`config.mk`:
```
export PLATFORM = sky130hd
export DESIGN_NAME = pcint0_ctrl
export DESIGN_NICKNAME = d
export VERILOG_FILES = /design/src/rtl/pcint0_ctrl.sv
export SDC_FILE = /design/constraint.sdc
export NUM_CORES = 1
export LEC_CHECK = 0
export CAP_MARGIN = 20
export CORE_ASPECT_RATIO = 0.75
export CORE_MARGIN = 10
export CORE_UTILIZATION = 40
export CTS_BUF_LIST = sky130_fd_sc_hd__clkbuf_8
export DETAILED_ROUTE_END_ITERATION = 6
export GPL_TIMING_DRIVEN = 0
export PLACE_DENSITY_LB_ADDON = 0.1
export SLEW_MARGIN = 20
export SYNTH_ARGS = -nofsm -noshare
export SYNTH_HDL_FRONTEND = slang
export SYNTH_SLANG_ARGS = --single-unit
export TNS_END_PERCENT = 30
```
`constraint.sdc`:
```
create_clock -name cp2 -period 1.95 [get_ports cp2]
set_clock_uncertainty 0.2 [all_clocks]
set_input_delay 0.585 -clock cp2 [delete_from_list [all_inputs] [get_ports cp2]]
set_output_delay 0.585 -clock cp2 [all_outputs]
set_load 0.03 [all_outputs]
```
`src/rtl/pcint0_ctrl.sv`:
```
// pcint0_ctrl: pin-change interrupt controller for one 8-pin port.
// Pins are synchronised, compared against a history register and, where
// enabled by the mask, set the PCIF0 flag. The flag is cleared by software
// (write 1) or by the vector-taken acknowledge, with set taking priority.
// Optional build macro: PCINT_GLITCH_FILTER_EN adds a third synchroniser
// stage and accepts a pin level only once it has been stable for two cycles.
`timescale 1ns/1ps
module pcint0_ctrl #(
  parameter logic [5:0] PCIFR_Address = 6'h1B,
  parameter logic [5:0] PCICR_Address = 6'h3A,
  parameter logic [5:0] PCMSK_Address = 6'h3B
) (
  input  logic       cp2,
  input  logic       ireset,
  input  logic [5:0] IO_Addr,
  input  logic       iore,
  input  logic       iowe,
  input  logic [7:0] dbus_in,
  output logic [7:0] dbus_out,
  output logic       out_en,
  input  logic [7:0] pin_i,
  output logic [7:0] pcmsk_o,
  output logic       pcie0_o,
  output logic       irq_o,
  input  logic       irq_ack_i
);

  logic [7:0] s1;
  logic [7:0] s2;
  logic [7:0] prev;
  logic [7:0] cmp;
  logic [7:0] change;
  logic [7:0] pcmsk;
  logic       pcif0;
  logic       pcie0;
  logic       wr_pcifr;
  logic       wr_pcicr;
  logic       wr_pcmsk;

  assign wr_pcifr = iowe && (IO_Addr == PCIFR_Address);
  assign wr_pcicr = iowe && (IO_Addr == PCICR_Address);
  assign wr_pcmsk = iowe && (IO_Addr == PCMSK_Address);

`ifdef PCINT_GLITCH_FILTER_EN
  logic [7:0] s3;

  // Third synchroniser stage used only to qualify level stability.
  always_ff @(posedge cp2 or posedge ireset) begin
    if (ireset) s3 <= 8'h00;
    else        s3 <= s2;
  end

  // Accept a pin's new level only when s2 and s3 agree; otherwise keep history.
  always_comb begin
    cmp = (s2 & ~(s2 ^ s3)) | (prev & (s2 ^ s3));
  end
`else
  // Without filtering the second synchroniser stage is compared directly.
  always_comb begin
    cmp = s2;
  end
`endif

  // Masked edge detect; history follows every pin regardless of the mask.
  always_comb begin
    change = (cmp ^ prev) & pcmsk;
  end

  // Synchroniser chain and history register.
  always_ff @(posedge cp2 or posedge ireset) begin
    if (ireset) begin
      s1   <= 8'h00;
      s2   <= 8'h00;
      prev <= 8'h00;
    end else begin
      s1   <= pin_i;
      s2   <= s1;
      prev <= cmp;
    end
  end

  // Flag: a detected change always wins over a simultaneous clear.
  always_ff @(posedge cp2 or posedge ireset) begin
    if (ireset) begin
      pcif0 <= 1'b0;
    end else if (|change) begin
      pcif0 <= 1'b1;
    end else if ((wr_pcifr && dbus_in[0]) || irq_ack_i) begin
      pcif0 <= 1'b0;
    end
  end

  // Software-writable control and mask registers.
  always_ff @(posedge cp2 or posedge ireset) begin
    if (ireset) begin
      pcie0 <= 1'b0;
      pcmsk <= 8'h00;
    end else begin
      if (wr_pcicr) pcie0 <= dbus_in[0];
      if (wr_pcmsk) pcmsk <= dbus_in;
    end
  end

  // Combinational read mux; unimplemented bits read as zero.
  always_comb begin
    out_en   = 1'b0;
    dbus_out = 8'h00;
    if (iore) begin
      if (IO_Addr == PCIFR_Address) begin
        out_en   = 1'b1;
        dbus_out = {7'b0, pcif0};
      end else if (IO_Addr == PCICR_Address) begin
        out_en   = 1'b1;
        dbus_out = {7'b0, pcie0};
      end else if (IO_Addr == PCMSK_Address) begin
        out_en   = 1'b1;
        dbus_out = pcmsk;
      end
    end
  end

  assign pcmsk_o = pcmsk;
  assign pcie0_o = pcie0;
  assign irq_o   = pcif0 & pcie0;

endmodule
```
==> reports/results.tsv <==
metric	value	unit
hpwl dp	2.060	mm
outcome	finished with violations	
switching portion of total power	26.06	%
GRT Residual Overflow	0	
kind of launch point of the worst setup path	input pin	
WHS Path Cells	0	
end of the worst register-to-register path	pcif0	
share of cells above drive strength 1	38.13	%
number of maximum-capacitance constraint violations	0	
most common library cells after synthesis	sky130_fd_sc_hd__dfrtp_1, sky130_fd_sc_hd__and2_1, sky130_fd_sc_hd__xor2_1, sky130_fd_sc_hd__mux2_2, sky130_fd_sc_hd__nor2_1	
number of nets in the final layout	165	
effective utilization at floorplan	41.64	%
via density per instance	4.672	
Cell Rows	17	
Worst Setup Slack, final	-0.4510	ns
via count of the first global-routing pass	983	
worst voltage drop across the vdd grid	0.6235	mV
total number of vias	827	
Yosys top cell area share	69.11	%
highest net fanout along the worst path	5	
number of antenna repair diodes	0	
overall power	1.575	mW
source of the worst hold timing path	s1[6]	
share of power burned in the clock network	33.3	%
count of final hold-check violations	0	
synthesis warning total	0	
DIE WIDTH	84.06	um
cell type with the highest aggregate area in the netlist	sky130_fd_sc_hd__dfrtp_1	
crit share post-route	123.1	%
Pins Over Slew Limit	0	
Most used DFF post-synth	sky130_fd_sc_hd__dfrtp_1	
sum of negative setup slack	-3.583	ns
Leak	0.8909	nW
fraction of power consumed by sequential logic	51.2	%
kind of critical path	input pin to primary output	
unrepaired setup endpoints after global routing	yes	
most area-consuming cells after synthesis	sky130_fd_sc_hd__dfrtp_1, sky130_fd_sc_hd__mux2_2, sky130_fd_sc_hd__xor2_1, sky130_fd_sc_hd__and2_1, sky130_fd_sc_hd__mux2_4	
Net Switching	0.4104	mW
arrival time of the worst setup path	1.62	ns
average cell area after synthesis	15.01	um2
vertical extent of the die	68.05	um
reg2reg setup slack	0.48	ns
post-route worst hold slack	0.1482	ns
combinational fraction of design power	15.5	%
core region area	2957	um2
library cells used by synthesis	20	
Worst R2R Start	cmp[3]	
fmax	416.5	MHz
synthesized instance count	82	
area of the die	5720	um2
clk buf depth	2	
Worst slew margin	55.08	%
Mapped Area	1231	um2
CTS buffer count	5	
transition time at the pin with the least slew margin	0.6729	ns
Crit path required time	1.16	ns
worst setup path start	IO_Addr[2]	
nets in the synthesized netlist	109	
Routability Congestion	0.7117	
power density normalized to cell area	816.9	nW/um2
depth of the most critical reg-to-reg path	4	
residual DRC count	0	
Routed WL per cell	15.25	um
Sink Count	34	
Clock Latency Late Sink	0.28	ns
cell-internal power	1.165	mW
part of the Yosys area used for sequential elements	69.11	%
cell with the most instances after synthesis	sky130_fd_sc_hd__dfrtp_1	
number of top-level pins	46	
maximum number of pins on one net before global-route repair	35	
Synth-to-Final Area Change	56.61	%
Fillers	237	
clock tree from TritonCTS	done	
drt first-iter violations	46	
path class of the lowest-slack min-delay path	flop to flop	
initial antenna violation count	0	
async set-reset flop share out of synthesis	100.0	%
count of antenna-violating nets left after detailed routing	0	
Hold Path Sink	cmp[6]	
first drt pass iteration count	3	
Post-synth EDFFs	0	
number of buffers inserted by port buffering	45	
Setup Viol. Count Final	9	
all-layer global routing usage	10.31	%
violated checks	setup timing	
DRT Wirelength	2.700	mm
clock transition time at the flip-flop clock pins of the worst setup and hold paths	0.07	ns
maximum level of the CTS H-tree	2	
count of state elements after synthesis	34	
minimum clock period	2.401	ns
category of the worst setup path capture point	primary output	
CTS Root Buffer Type	sky130_fd_sc_hd__clkbuf_8	
first-pass GRT wire length	4.609	mm
metrics by stage:
stage                     area [um2]  util (%)  instances  worst slack, ns
after floorplan                 1282         -         82          -0.3108
after global routing            1928     65.21        177          -0.4955
after detailed placement        1780     60.22        165           -1.461
after CTS                       1908     64.54        175          -0.4824
after global placement          1780     60.22        165           -1.418
final                           1928     65.21        177          -0.4510
cells by family after synthesis:
| family | after synthesis | share of synthesized area [%] |
|---|---|---|
| AO/OA/AOI/OAI | 5 | 3.048 |
| XOR/XNOR | 8 | 5.691 |
| buffers and inverters | 2 | 0.9146 |
| flip-flops | 34 | 69.11 |
| multiplexers | 9 | 8.842 |
| AND/OR/NAND/NOR | 24 | 12.40 |
sequential cells by signal (all words and copies together) (netlist names):
name and count:
pcif0 1, s1 8, prev 8, pcie0_o 1, pcmsk_o 8, cmp 8
cell usage in the layout, fill, tap and decap left out:
cell type / Yosys / final
sky130_fd_sc_hd__nor4_4: 0 / 1
sky130_fd_sc_hd__inv_2: 0 / 1
sky130_fd_sc_hd__clkdlybuf4s15_2: 0 / 3
sky130_fd_sc_hd__clkdlybuf4s50_1: 0 / 19
sky130_fd_sc_hd__nand4b_1: 1 / 1
sky130_fd_sc_hd__dfrtp_1: 34 / 34
sky130_fd_sc_hd__buf_4: 1 / 3
sky130_fd_sc_hd__nor2b_1: 1 / 1
sky130_fd_sc_hd__nand2_8: 0 / 1
sky130_fd_sc_hd__nor2_1: 5 / 2
sky130_fd_sc_hd__clkinv_2: 0 / 1
sky130_fd_sc_hd__nor2_4: 0 / 2
sky130_fd_sc_hd__buf_2: 0 / 3
sky130_fd_sc_hd__xor2_1: 8 / 8
sky130_fd_sc_hd__a21oi_1: 1 / 1
sky130_fd_sc_hd__nand3b_1: 1 / 1
sky130_fd_sc_hd__mux2_4: 2 / 2
sky130_fd_sc_hd__and2_1: 8 / 1
sky130_fd_sc_hd__nor2_2: 0 / 1
sky130_fd_sc_hd__a22o_1: 1 / 1
sky130_fd_sc_hd__nand2_2: 0 / 1
sky130_fd_sc_hd__and4b_1: 1 / 1
sky130_fd_sc_hd__dlygate4sd2_1: 0 / 10
sky130_fd_sc_hd__clkinvlp_4: 0 / 1
sky130_fd_sc_hd__clkbuf_8: 0 / 6
sky130_fd_sc_hd__nand4_4: 1 / 1
sky130_fd_sc_hd__buf_12: 0 / 1
sky130_fd_sc_hd__buf_6: 0 / 11
sky130_fd_sc_hd__a221oi_1: 1 / 1
sky130_fd_sc_hd__and2_4: 0 / 7
sky130_fd_sc_hd__a22oi_1: 2 / 2
sky130_fd_sc_hd__mux2_2: 7 / 7
sky130_fd_sc_hd__nand4_1: 2 / 2
sky130_fd_sc_hd__nand2_1: 3 / 1
worst max path at each step:
stage | slack, ns | end
6_report | -0.45 | dbus_out[1]
5_1_grt | -0.50 | dbus_out[1]
4_1_cts | -0.48 | dbus_out[1]
3_5_place_dp | -1.46 | dbus_out[1]
3_3_place_gp | -1.42 | dbus_out[1]
2_1_floorplan | -0.31 | dbus_out[0]
area by class of cell:
cell class | instances | area, um2 | area share (%)
repair buffers | 49 | 481.7 | 24.98
flip-flops and latches | 34 | 850.8 | 44.13
multi-input cells | 46 | 437.9 | 22.71
clock buffers | 6 | 82.58 | 4.283
plain buffers | 1 | 11.26 | 0.5840
clock inverters | 2 | 12.51 | 0.6489
inverters | 1 | 3.754 | 0.1947
well taps | 38 | 47.55 | 2.466
what timing repair did:
action,in CTS,in global routing
setup endpoints to repair,23,10
resized for setup,98,1
hold buffers,0,0
pin swaps,2,2
buffers inserted,2,2
power groups by stage:
stage	logic, mW	registers [mW]	clock network, mW
finish	0.244	0.806	0.524
global route	0.266	0.816	0.575
CTS	0.248	0.808	0.550
detailed placement	0.265	0.822	0
global placement	0.261	0.818	0
floorplan	0.0842	0.861	0
worst max-delay path: stages:
cell	delay, ns
sky130_fd_sc_hd__buf_6	0.08
sky130_fd_sc_hd__and4b_1	0.24
sky130_fd_sc_hd__buf_6	0.13
sky130_fd_sc_hd__nand2_8	0.06
sky130_fd_sc_hd__nor2_4	0.13
sky130_fd_sc_hd__buf_12	0.13
sky130_fd_sc_hd__and2_4	0.14
sky130_fd_sc_hd__buf_6	0.12
metal layers:
metal	GRT usage [%]	vias to the layer above	wire length, um
li1	-	393	-
met1	11.50	394	1159
met2	16.57	33	1257
met3	4.626	7	225
met4	5.625	0	58
met5	0	-	0
No activity file was read; power rests on OpenSTA's default activity.
